==> config.mk <==
export PLATFORM = sky130hd
export DESIGN_NAME = alu_sequencer
export DESIGN_NICKNAME = d
export VERILOG_FILES = /design/src/rtl/alu_sequencer.sv
export SDC_FILE = /design/constraint.sdc
export NUM_CORES = 1
export LEC_CHECK = 0
export CAP_MARGIN = 15
export CORE_ASPECT_RATIO = 0.6
export CORE_UTILIZATION = 40
export DETAILED_ROUTE_END_ITERATION = 12
export GPL_TIMING_DRIVEN = 0
export SLEW_MARGIN = 20
export SYNTH_ARGS = -nofsm -noshare
export SYNTH_HDL_FRONTEND = slang
export SYNTH_SLANG_ARGS = --single-unit
==> constraint.sdc <==
create_clock -name clk -period 5.7 [get_ports clk]
set_clock_uncertainty 0.15 [all_clocks]
set_input_delay 0.57 -clock clk [delete_from_list [all_inputs] [get_ports clk]]
set_output_delay 0.57 -clock clk [all_outputs]
set_load 0.02 [all_outputs]
==> src/rtl/alu_sequencer.sv <==
// Multi-cycle execute controller in front of an 8-bit ALU.
// Fetches instruction words, sequences ALU operations against a 4-entry
// register file, and streams register values out over valid/ready.
module alu_sequencer #(
    parameter int unsigned       DATA_W    = 8,
    parameter logic [DATA_W-1:0] REG_RESET = '0
) (
    input  logic              clk,
    input  logic              rst,
    input  logic              instr_valid,
    input  logic [7:0]        instr_data,
    output logic              instr_ready,
    output logic [DATA_W-1:0] alu_a,
    output logic [DATA_W-1:0] alu_b,
    output logic [3:0]        alu_opcode,
    input  logic [DATA_W-1:0] alu_result,
    input  logic              alu_carry,
    output logic              out_valid,
    output logic [DATA_W-1:0] out_data,
    input  logic              out_ready,
    output logic              carry_flag,
    output logic              busy
);

    localparam logic [3:0] OpAdd  = 4'h0;
    localparam logic [3:0] OpSub  = 4'h1;
    localparam logic [3:0] OpAnd  = 4'h2;
    localparam logic [3:0] OpInc  = 4'h3;
    localparam logic [3:0] OpLdi  = 4'h4;
    localparam logic [3:0] OpMov  = 4'h5;
    localparam logic [3:0] OpOut  = 4'h6;
    // Opcode the ALU treats as "no operation, output 0".
    localparam logic [3:0] OpIdle = 4'hF;

    typedef enum logic [1:0] {StFetch, StExec, StImm, StOut} state_e;

    state_e            state_q, state_d;
    logic [DATA_W-1:0] rf_q [4];
    logic [DATA_W-1:0] rf_d [4];
    logic              carry_q, carry_d;
    logic [3:0]        op_q, op_d;
    logic [1:0]        rd_q, rd_d;
    logic [1:0]        rs_q, rs_d;
    logic              out_valid_q, out_valid_d;
    logic [DATA_W-1:0] out_data_q, out_data_d;

    logic [3:0] in_op;
    logic [1:0] in_rd;
    logic [1:0] in_rs;

    assign in_op = instr_data[7:4];
    assign in_rd = instr_data[3:2];
    assign in_rs = instr_data[1:0];

    // Next-state, register-file write and ALU drive decode.
    always_comb begin
        state_d     = state_q;
        rf_d        = rf_q;
        carry_d     = carry_q;
        op_d        = op_q;
        rd_d        = rd_q;
        rs_d        = rs_q;
        out_valid_d = out_valid_q;
        out_data_d  = out_data_q;
        instr_ready = 1'b0;
        alu_a       = '0;
        alu_b       = '0;
        alu_opcode  = OpIdle;

        unique case (state_q)
            StFetch: begin
                instr_ready = 1'b1;
                if (instr_valid) begin
                    case (in_op)
                        OpAdd, OpSub, OpAnd, OpInc: begin
                            op_d    = in_op;
                            rd_d    = in_rd;
                            rs_d    = in_rs;
                            state_d = StExec;
                        end
                        OpLdi: begin
                            rd_d    = in_rd;
                            state_d = StImm;
                        end
                        OpMov: begin
                            rf_d[in_rd] = rf_q[in_rs];
                        end
                        OpOut: begin
                            out_data_d  = rf_q[in_rd];
                            out_valid_d = 1'b1;
                            state_d     = StOut;
                        end
                        default: ; // 7..15 are NOPs
                    endcase
                end
            end
            StExec: begin
                alu_a       = rf_q[rd_q];
                alu_b       = rf_q[rs_q];
                alu_opcode  = op_q;
                rf_d[rd_q]  = alu_result;
                carry_d     = alu_carry;
                state_d     = StFetch;
            end
            StImm: begin
                instr_ready = 1'b1;
                if (instr_valid) begin
                    rf_d[rd_q] = instr_data;
                    state_d    = StFetch;
                end
            end
            StOut: begin
                if (out_ready) begin
                    out_valid_d = 1'b0;
                    state_d     = StFetch;
                end
            end
            default: state_d = StFetch;
        endcase
    end

    // State and architectural registers; reset abandons any in-flight op.
    always_ff @(posedge clk) begin
        if (rst) begin
            state_q     <= StFetch;
            for (int i = 0; i < 4; i++) rf_q[i] <= REG_RESET;
            carry_q     <= 1'b0;
            op_q        <= OpIdle;
            rd_q        <= '0;
            rs_q        <= '0;
            out_valid_q <= 1'b0;
            out_data_q  <= '0;
        end else begin
            state_q     <= state_d;
            rf_q        <= rf_d;
            carry_q     <= carry_d;
            op_q        <= op_d;
            rd_q        <= rd_d;
            rs_q        <= rs_d;
            out_valid_q <= out_valid_d;
            out_data_q  <= out_data_d;
        end
    end

    assign out_valid  = out_valid_q;
    assign out_data   = out_data_q;
    assign carry_flag = carry_q;
    assign busy       = (state_q != StFetch);

endmodule

==> results of run 1 <==
==> cells by family (layout without fill, tap and decap cells) <==
group | after synthesis | in the layout | share of synthesized area, %
AOI/OAI and AO/OA | 208 | 208 | 37.6
and+or+nand+nor | 76 | 76 | 10.7
buffers and inverters | 59 | 116 | 7.05
DFF | 52 | 52 | 25.5
muxes | 43 | 43 | 17.9
adders and majority gates | 4 | 4 | 1.23
==> Yosys cell counts (3+ instances only) <==
cell	count	area share, %
sky130_fd_sc_hd__buf_2	15	1.8
sky130_fd_sc_hd__o21a_1	17	3.1
sky130_fd_sc_hd__nor2_1	8	0.74
sky130_fd_sc_hd__a22oi_1	8	1.5
sky130_fd_sc_hd__mux4_2	24	13
sky130_fd_sc_hd__and2_1	21	3.2
sky130_fd_sc_hd__mux2i_1	19	4.7
sky130_fd_sc_hd__clkbuf_1	22	2.0
sky130_fd_sc_hd__buf_6	4	1.1
sky130_fd_sc_hd__a211oi_1	8	1.5
sky130_fd_sc_hd__dfxtp_1	52	26
sky130_fd_sc_hd__inv_1	7	0.64
sky130_fd_sc_hd__a211oi_2	16	4.9
sky130_fd_sc_hd__o221a_2	12	3.3
sky130_fd_sc_hd__ha_1	4	1.2
sky130_fd_sc_hd__nor2b_1	4	0.61
sky130_fd_sc_hd__nand2b_1	5	0.77
sky130_fd_sc_hd__nand2_1	23	2.1
sky130_fd_sc_hd__a311oi_1	8	1.7
sky130_fd_sc_hd__a21o_1	3	0.55
sky130_fd_sc_hd__o21ai_0	20	2.5
sky130_fd_sc_hd__o221ai_1	16	3.4
sky130_fd_sc_hd__buf_1	3	0.28
sky130_fd_sc_hd__o221a_1	4	1.1
sky130_fd_sc_hd__a22o_1	8	1.7
sky130_fd_sc_hd__a21oi_1	61	7.5
sky130_fd_sc_hd__buf_4	4	0.74
sky130_fd_sc_hd__o22ai_1	17	2.6
==> worst max-delay path by stage <==
stage / from / endpoint / cells after the start
6_report: state_q[1] / alu_a[4] / 7
5_1_grt: state_q[1] / alu_a[4] / 7
4_1_cts: state_q[1] / alu_a[4] / 7
3_5_place_dp: state_q[1] / alu_a[4] / 7
3_3_place_gp: state_q[1] / alu_a[0] / 7
2_1_floorplan: state_q[1] / alu_a[0] / 6
==> critical path, stage by stage (launching register included) <==
cell                              delay (ns)
sky130_fd_sc_hd__dfxtp_1                0.34
sky130_fd_sc_hd__inv_1                  0.08
sky130_fd_sc_hd__ha_1                   0.27
sky130_fd_sc_hd__buf_2                  0.26
sky130_fd_sc_hd__buf_1                  0.55
sky130_fd_sc_hd__clkbuf_1               0.35
sky130_fd_sc_hd__and2_1                 0.19
sky130_fd_sc_hd__clkdlybuf4s50_1        0.60
==> stage by stage <==
stage / power, mW / instances / setup slack [ns] / utilization, %
finish: 1.01 / 634 / 2.01 / 49.5
global route: 1.05 / 634 / 1.86 / 49.5
CTS: 1.00 / 634 / 2.02 / 49.5
detailed placement: 0.685 / 626 / 2.35 / 48.0
global placement: 0.683 / 626 / 2.42 / 48.0
floorplan: 0.587 / 442 / 3.45 / -
==> routing by layer <==
layer | vias to the layer above | part of all wire, % | track usage [%]
met3 | 16 | 9.5 | 6.12
met2 | 219 | 39 | 41.1
met1 | 1971 | 51 | 45.1
met4 | 0 | 0.86 | 5.40
met5 | - | 0 | 0
li1 | 1865 | - | -
==> area by class of cell <==
cell class,instances,area (µm²)
fill,955,4990
inverter,9,33.8
multi-input combinational,331,2750
timing repair buffer,49,490
buffer,50,254
tap,135,169
clock inverter,3,25.0
clock buffer,5,125
sequential,52,1040
==> power groups by stage <==
stage | registers [mW] | logic [mW] | clock network, mW
3_3_place_gp | 0.407 | 0.276 | 0
4_1_cts | 0.400 | 0.278 | 0.325
2_1_floorplan | 0.398 | 0.189 | 0
6_report | 0.402 | 0.282 | 0.325
5_1_grt | 0.403 | 0.303 | 0.342
3_5_place_dp | 0.408 | 0.277 | 0
==> results.txt, run 1 <==
----------------------------------------------------
[Cells and area]
  Number of nets in the layout ... 523
  Fraction of layout cells with a size suffix above 1 ... a little under a fifth
  # diodes ... 0
  Final Instance Area ... a little under 0.005 mm²
  Relative area change from synthesis to final layout ... 19.8%
  Leading cell types in the layout, fill and taps excluded ... sky130_fd_sc_hd__a21oi_1, sky130_fd_sc_hd__dfxtp_1, sky130_fd_sc_hd__clkdlybuf4s50_1
  Commonest non-fill, non-tap cell in the layout ... sky130_fd_sc_hd__a21oi_1

[Route]
  Number of vias in the routed layout ... about 4100
  Number of nets with antenna violations after detailed routing ... 0
  Number of optimization iterations in the first detailed-route pass ... 5
  DR iter-0 viols ... around 420
  Drt wl/cell ... between 20 and 25 µm
  Via count normalized by instance count ... 6.42
  DRC Markers ... 0
  Final routed wirelength across all metal layers ... between 10000 and 15000 µm

[CTS]
  Clk pin slew, worst setup/hold paths ... approximately 0.08 ns
  Deepest clock path buffer count ... 2
  Inserted Clock Buffers ... 5
  Hold bufs inserted after CTS ... 0
  Clock sink count ... between 50 and 60
  Number of gates resized after cts ... 0
  Clk_lat worst skew ... about 0.31 ns
  H-tree depth ... 2
  CTS tree ... done
  Clock root buffer master ... sky130_fd_sc_hd__clkbuf_16
  Number of buffers inserted to repair setup after CTS ... 0

[STA]
  Post-Route Setup TNS ... 0 ns
  Number of setup violations in the final report ... 0
  Setup repair after global routing missed its margin ... false
  Achievable clock frequency ... approximately 0.27 GHz
  Shortest clock period the worst path allows after layout ... between 3 and 4 ns
  Worst slew pin tran ... between 0.7 and 0.8 ns
  Crit share post-route ... roughly 65%
  Hold_ws ... ~0.30 ns
  Slew Viols, Final ... 0
  Headroom to the max-slew limit ... between 40% and 50%
  Final hold viol count ... 0

[Yosys]
  Share of synthesized flip-flops with an asynchronous set or reset ... 0%
  Flip-flop cell with the highest count after synthesis ... sky130_fd_sc_hd__dfxtp_1
  Number of warnings printed during yosys synthesis ... 0
  Count of different cell masters after synthesis ... 49
  Share of the yosys chip area belonging to registers ... between 20% and 30%
  Syn Std Cell Area ... between 0.004 and 0.005 mm²
  EDFF count, synth ... 0
  #FFs+latches synth ... 52
  Mean instance size in the synthesized netlist ... slightly above 9 µm²
  Cells after Synth ... roughly 440
  Post-synthesis net count ... 467

[Pwr]
  Fraction of power spent switching nets ... 35.7%
  VDD IR max ... 134 µV
  Clk network pwr share ... 32.2%
  Int Pwr ... 0.649 mW
  Power density over the cells ... a little over 200 mW/mm²
  Part of the power in combinational logic ... 28.0%
  Share of power burned in registers ... 39.8%
  Net switching power of the design ... ~0.36 mW
  Leakage dissipation ... between 1.5 and 2 nW

[Die]
  Effective utilization at floorplan ... 41.3%
  X dimension of the die ... between 100 and 150 µm
  Standard-cell rows ... 28
  Core Box Area ... a little under 0.01 mm²
  I/O Pins ... 53
  Die Footprint ... 0.0106 mm²
  Die Ht ... 80.2 µm

[GRT]
  Total Routing Usage GR ... between 20% and 30%
  Number of antenna violations at the first check in global routing ... 0
  Total congestion overflow after global routing ... 0
  Largest net degree at the start of global routing ... 19
  First-pass GRT wire length ... ~23000 µm
  Vias in the first global route ... 3742

[Worst setup path]
  Worst endpoint required time ... between 4 and 5 ns
  Critical path capture point type ... primary output
  Critical Path AT ... about 3.0 ns
  Startpoint class of the critical path ... flop
  Worst setup path category ... reg2out
  Slack of the worst reg-to-reg path ... approximately 3.1 ns
  Worst reg2reg path startpoint ... state_q[0]
  Worst Path Max Fanout ... 10
  Worst R2R Path Depth ... 7

[Status]
  Run status ... complete, no violations

[Hold path]
  Startpoint of the lowest-slack hold path ... op_q[2]
  Worst hold-check path type ... reg2reg
  Capture endpoint of the worst hold path ... op_q[2]
  Worst hold stages ... 1

[Place]
  Final weighted congestion in routability-driven placement ... between 0.9 and 1
  Buffers added on ports ... 49
  Placed Instance Area ... ~0.0047 mm²
  DP Wirelength ... about 12000 µm

[Run]
  Number of maximum-capacitance constraint violations ... 0

----------------------------------------------------
Note: power is estimated with default switching activity, not from simulation.
==> run 2, diff against run 1 <==
- clock period: 5.7 -> 3.4 ns (I/O delays scaled with it)
==> run 2 against run 1 <==
Combinational power rose by 68%; sequential power increased by 67%; routed wire length up 0.17%; non-clock buffer count down 1; core utilization barely moved; critical path depth fell by 1; final area about the same; clock power rose by 67%; worst hold slack gained 0.00077 ns; die area unchanged; power up 67%; largest cell class unchanged; global-route usage decreased by 0.098 points.
==> results.txt, run 2 (synthesis gave the netlist of run 1 again) <==
----------------------------------------------------
[Worst setup path]
  Worst endpoint required time ... 2.91 ns (was 4.98 ns)
  Critical Path AT ... 2.55 ns (was 2.97 ns)
  Launching element of the worst setup path ... state_q[1] (unchanged)
  Startpoint class of the critical path ... flop (unchanged)
  Worst Path Max Fanout ... 19 (was 10)
  Slack of the worst reg-to-reg path ... 0.82 ns (was 3.12 ns)
  Worst setup path category ... reg2out (unchanged)
  Worst R2R Path Depth ... 7 (unchanged)
  Critical path capture point type ... primary output (unchanged)
  Worst reg2reg path startpoint ... state_q[0] (unchanged)

[STA]
  Crit share post-route ... 89.4%
  Hold_ws ... 0.299 ns (was 0.298 ns)
  Setup repair after global routing missed its margin ... false (unchanged)
  Final hold viol count ... 0 (unchanged)
  Slew Viols, Final ... 0 (unchanged)
  Worst slew pin tran ... 0.778 ns (was 0.771 ns)
  Number of setup violations in the final report ... 0 (unchanged)
  Achievable clock frequency ... about 0.33 GHz
  Headroom to the max-slew limit ... 48.1% (was 48.3%)
  Post-Route Setup TNS ... 0 ns (unchanged)
  Shortest clock period the worst path allows after layout ... 3.04 ns

[Die]
  I/O Pins ... 53 (unchanged)
  Standard-cell rows ... 28 (unchanged)
  Core Box Area ... 0.00988 mm² (unchanged)
  Die Footprint ... 0.0106 mm² (unchanged)
  Effective utilization at floorplan ... 41.3% (unchanged)
  X dimension of the die ... 132 µm (unchanged)
  Die Ht ... 80.2 µm (unchanged)

[Run]
  Number of maximum-capacitance constraint violations ... 0 (unchanged)

[Place]
  Final weighted congestion in routability-driven placement ... 0.954 (unchanged)
  DP Wirelength ... 11700 µm (unchanged)
  Placed Instances ... 626 (unchanged)
  Buffers added on ports ... 49 (unchanged)

[Cells and area]
  Relative area change from synthesis to final layout ... 19.7% (was 19.8%)
  Leading cell types in the layout, fill and taps excluded ... sky130_fd_sc_hd__a21oi_1, sky130_fd_sc_hd__dfxtp_1, sky130_fd_sc_hd__clkdlybuf4s50_1 (unchanged)
  Number of nets in the layout ... 522 (was 523)
  Commonest non-fill, non-tap cell in the layout ... sky130_fd_sc_hd__a21oi_1 (unchanged)
  Post-layout instance count excluding filler cells ... 633 (was 634)
  Fraction of layout cells with a size suffix above 1 ... 18.3% (was 18.2%)
  # diodes ... 0 (unchanged)

[CTS]
  CTS tree ... done (unchanged)
  Clk pin slew, worst setup/hold paths ... 0.08 ns (about the same)
  Hold bufs inserted after CTS ... 0 (unchanged)
  Clock root buffer master ... sky130_fd_sc_hd__clkbuf_16 (unchanged)
  Deepest clock path buffer count ... 2 (unchanged)
  Clock sink count ... 52 (unchanged)
  H-tree depth ... 2 (unchanged)
  Clk_lat worst skew ... 0.31 ns (about the same)
  Inserted Clock Buffers ... 5 (unchanged)

[Pwr]
  Leakage dissipation ... 1.54 nW (about the same)
  VDD IR max ... 225 µV (was 134 µV)
  Power density over the cells ... 345 mW/mm² (was 206 mW/mm²)

[GRT]
  Vias in the first global route ... 3721 (was 3742)
  Total Routing Usage GR ... 29.2% (was 29.3%)
  Largest net degree at the start of global routing ... 20 (was 19)
  First-pass GRT wire length ... 23000 µm (was 23100 µm)
  Total congestion overflow after global routing ... 0 (unchanged)
  Number of antenna violations at the first check in global routing ... 0 (unchanged)

[Route]
  Number of nets with antenna violations after detailed routing ... 0 (unchanged)
  Number of vias in the routed layout ... 4083 (was 4071)
  Number of optimization iterations in the first detailed-route pass ... 6 (was 5)
  DR iter-0 viols ... 496 (was 419)
  Drt wl/cell ... 23.6 µm (was 23.5 µm)
  Final routed wirelength across all metal layers ... 15000 µm (was 14900 µm)
  DRC Markers ... 0 (unchanged)
  Via count normalized by instance count ... 6.45 (was 6.42)

[Status]
  Run status ... complete, no violations (unchanged)

[Hold path]
  Worst hold stages ... 1 (unchanged)
  Worst hold-check path type ... reg2reg (unchanged)
  Startpoint of the lowest-slack hold path ... op_q[2] (unchanged)
  Capture endpoint of the worst hold path ... op_q[2] (unchanged)

----------------------------------------------------
[run 2: worst max-delay path by stage]
| stage | endpoint | slack (ns) |
|---|---|---|
| 2_1_floorplan | flop | 1.28 |
| 3_3_place_gp | alu_a[0] | 0.35 |
| 3_5_place_dp | alu_a[4] | 0.28 |
| 4_1_cts | alu_a[4] | 0.34 |
| 5_1_grt | alu_a[4] | 0.20 |
| 6_report | alu_a[4] | 0.36 |
[run 2: power breakdown]
part	total, mW	internal (mW)	switching (mW)
logic	0.473	0.176	0.297
registers	0.673	0.633	0.0407
clock network	0.542	0.279	0.263
total	1.69	1.09	0.600
[run 2: through the flow]
step / utilization [%] / area (µm²) / total power, mW / setup slack [ns]
finish: 49.5 / 4890 / 1.69 / 0.360
global route: 49.5 / 4890 / 1.76 / 0.196
CTS: 49.5 / 4890 / 1.68 / 0.337
detailed placement: 48.0 / 4740 / 1.15 / 0.280
global placement: 48.0 / 4740 / 1.14 / 0.355
floorplan: - / 4080 / 0.984 / 1.28
[run 2: per-layer routing]
metal / share of wire (%) / GRT usage, %
met1: 50 / 45.1
met3: 11 / 6.19
met2: 38 / 40.7
met5: 0 / 0
met4: 0.84 / 5.29
[run 2: area by class of cell]
type,instances,area (µm²)
multi-input cells,331,2750
clock inverters,3,25.0
fillers,954,4990
inverters,9,33.8
plain buffers,49,250
flip-flops and latches,52,1040
repair buffers,49,490
well taps,135,169
clock buffers,5,125
[run 2: timing repair]
action	4_1_cts	5_1_grt
resized for setup	0	0
buffers inserted	0	0
endpoints found under the setup margin	10	0
[run 2: critical path: stages (launching register included)]
cell and delay [ns]:
sky130_fd_sc_hd__dfxtp_1 0.34, sky130_fd_sc_hd__inv_1 0.08, sky130_fd_sc_hd__ha_1 0.27, sky130_fd_sc_hd__buf_2 0.43, sky130_fd_sc_hd__clkbuf_1 0.33, sky130_fd_sc_hd__and2_1 0.18, sky130_fd_sc_hd__clkdlybuf4s50_1 0.60
==> run 3, diff against run 2 <==
- PLACE_DENSITY: unset -> 0.62
- SKIP_LAST_GASP: unset -> 1
==> run 3 against run 2 <==
Flip-flop and latch count unchanged; final area barely moved; routed wire length shrank 1.8%; power fell by 0.25%; worst hold slack worse by 0.0039 ns; combinational power barely moved; die area unchanged.
==> results.txt, run 3 (synthesis gave the netlist of run 1 again) <==
----------------------------------------------------
[Status]
  Run status ... complete, no violations (unchanged)

[CTS]
  Deepest clock path buffer count ... 2 (unchanged)
  Inserted Clock Buffers ... 5 (unchanged)
  Clk pin slew, worst setup/hold paths ... 0.07 ns (was 0.08 ns)
  CTS tree ... done (unchanged)
  Number of gates resized after cts ... 0 (unchanged)
  H-tree depth ... 2 (unchanged)
  Clock root buffer master ... sky130_fd_sc_hd__clkbuf_16 (unchanged)
  Clk_lat worst skew ... 0.30 ns (was 0.31 ns)
  Clock sink count ... 52 (unchanged)

[STA]
  Crit share post-route ... 90.2% (was 89.4%)
  Post-route setup slack ... 0.332 ns (was 0.360 ns)
  Final hold viol count ... 0 (unchanged)
  Achievable clock frequency ... 0.326 GHz (was 0.329 GHz)
  Worst slew pin tran ... 0.777 ns (was 0.778 ns)
  Post-Route Setup TNS ... 0 ns (unchanged)
  Headroom to the max-slew limit ... 47.8% (was 48.1%)
  Number of setup violations in the final report ... 0 (unchanged)
  Slew Viols, Final ... 0 (unchanged)
  Shortest clock period the worst path allows after layout ... 3.07 ns (was 3.04 ns)
  Setup repair after global routing missed its margin ... false (unchanged)

[GRT]
  Number of antenna violations at the first check in global routing ... 0 (unchanged)
  Total congestion overflow after global routing ... 0 (unchanged)
  Total Routing Usage GR ... 28.6% (was 29.2%)
  Vias in the first global route ... 3680 (was 3721)
  Largest net degree at the start of global routing ... 20 (unchanged)
  First-pass GRT wire length ... 22500 µm (was 23000 µm)

[Worst setup path]
  Startpoint class of the critical path ... flop (unchanged)
  Critical path capture point type ... primary output (unchanged)
  Critical Path AT ... 2.58 ns (was 2.55 ns)
  Worst endpoint required time ... 2.91 ns (about the same)
  Worst setup path category ... reg2out (unchanged)
  Stage delay of the slowest cell on the critical path ... 0.60 ns (about the same)
  Series of cell instances along the critical path ... inv_1, ha_1, buf_2, clkbuf_1, and2_1, clkdlybuf4s50_1 (unchanged)
  Cell with the biggest individual delay on the critical path ... sky130_fd_sc_hd__clkdlybuf4s50_1 (unchanged)
  Cell class contributing the biggest share of worst-path delay ... buffers and inverters (unchanged)
  Number of buffer and inverter stages on the critical path ... 4 (unchanged)
  Slack of the worst reg-to-reg path ... 0.87 ns (was 0.82 ns)
  Worst Path Max Fanout ... 19 (unchanged)

[Die]
  X dimension of the die ... 132 µm (unchanged)
  Effective utilization at floorplan ... 41.3% (unchanged)
  I/O Pins ... 53 (unchanged)
  Standard-cell rows ... 28 (unchanged)
  Core Box Area ... 0.00988 mm² (unchanged)
  Die Footprint ... 0.0106 mm² (unchanged)
  Die Ht ... 80.2 µm (unchanged)

[Cells and area]
  Total area of multi-input combinational cells ... 0.00275 mm² (unchanged)
  # diodes ... 0 (unchanged)
  Relative area change from synthesis to final layout ... 19.8% (was 19.7%)
  Commonest non-fill, non-tap cell in the layout ... sky130_fd_sc_hd__a21oi_1 (unchanged)
  Number of nets in the layout ... 522 (unchanged)
  Storage cell area ... 0.00104 mm² (unchanged)
  Leading cell types in the layout, fill and taps excluded ... sky130_fd_sc_hd__a21oi_1, sky130_fd_sc_hd__dfxtp_1, sky130_fd_sc_hd__clkdlybuf4s50_1 (unchanged)
  Fraction of layout cells with a size suffix above 1 ... 18.3% (unchanged)
  Count of filler cells inserted in the layout ... 940 (was 954)

[Route]
  Via count normalized by instance count ... 6.45 (about the same)
  Number of optimization iterations in the first detailed-route pass ... 5 (was 6)
  Number of vias in the routed layout ... 4086 (was 4083)
  Final routed wirelength across all metal layers ... 14700 µm (was 15000 µm)
  DR iter-0 viols ... 432 (was 496)
  Number of nets with antenna violations after detailed routing ... 0 (unchanged)
  Drt wl/cell ... 23.2 µm (was 23.6 µm)
  DRC Markers ... 0 (unchanged)

[Place]
  Buffers added on ports ... 49 (unchanged)
  DP Wirelength ... 11400 µm (was 11700 µm)
  Final weighted congestion in routability-driven placement ... 0.981 (was 0.954)
  Post-Place Worst Slack ... 0.316 ns (was 0.280 ns)

[Run]
  Number of maximum-capacitance constraint violations ... 0 (unchanged)

[Pwr]
  VDD IR max ... 200 µV (was 225 µV)
  Leakage dissipation ... 1.54 nW (about the same)
  Power density over the cells ... 344 mW/mm² (was 345 mW/mm²)

[Hold path]
  Worst hold-check path type ... reg2reg (unchanged)

----------------------------------------------------
## run 3: final timing paths
path	endpoint	from	depth (start not counted)
worst max-delay path	alu_a[2]	state_q[1]	6
worst min-delay path	op_q[3]	op_q[3]	1
worst max register to register	flop	state_q[1]	7
worst min register to register	op_q[3]	op_q[3]	1
## run 3: what timing repair did
| action | 4_1_cts | 5_1_grt |
|---|---|---|
| hold buffers | 0 | 0 |
| setup endpoints to repair | 10 | 0 |
| setup buffers | 0 | 0 |
## run 3: cell type report
cell class	count	share of cell area (%)
Multi-Input combinational cell	331	56.3
Sequential cell	52	21.3
Timing Repair Buffer	49	10.0
Buffer	49	5.12
Tap cell	135	3.45
Clock buffer	5	2.56
Inverter	9	0.691
Clock inverter	3	0.563
## run 3: power by group
| group | switching [mW] | internal [mW] | leakage [nW] |
|---|---|---|---|
| logic | 0.298 | 0.176 | 1.05 |
| clock network | 0.257 | 0.280 | 0.0719 |
| registers | 0.0406 | 0.633 | 0.421 |
| total | 0.595 | 1.09 | 1.54 |
## run 3: layer usage
metal  wire length [µm]  vias up  share of wire (%)  GRT usage (%)
met2               5740      229                 39           40.1
li1                   -     1864                  -              -
met5                  0        -                  0              0
met3               1690       11                 11           7.45
met4                102        0               0.69           4.48
met1               7160     1982                 49           43.5
## run 3: metrics by stage
step | utilization [%] | total power, mW | hold WS [ns] | cells | cell area [µm²]
5_1_grt | 49.5 | 1.75 | 0.318 | 633 | 4890
2_1_floorplan | - | 0.984 | 0.268 | 442 | 4080
6_report | 49.5 | 1.68 | 0.295 | 633 | 4890
3_5_place_dp | 48.0 | 1.15 | 0.281 | 626 | 4740
3_3_place_gp | 48.0 | 1.14 | 0.276 | 626 | 4740
4_1_cts | 49.5 | 1.68 | 0.298 | 633 | 4890
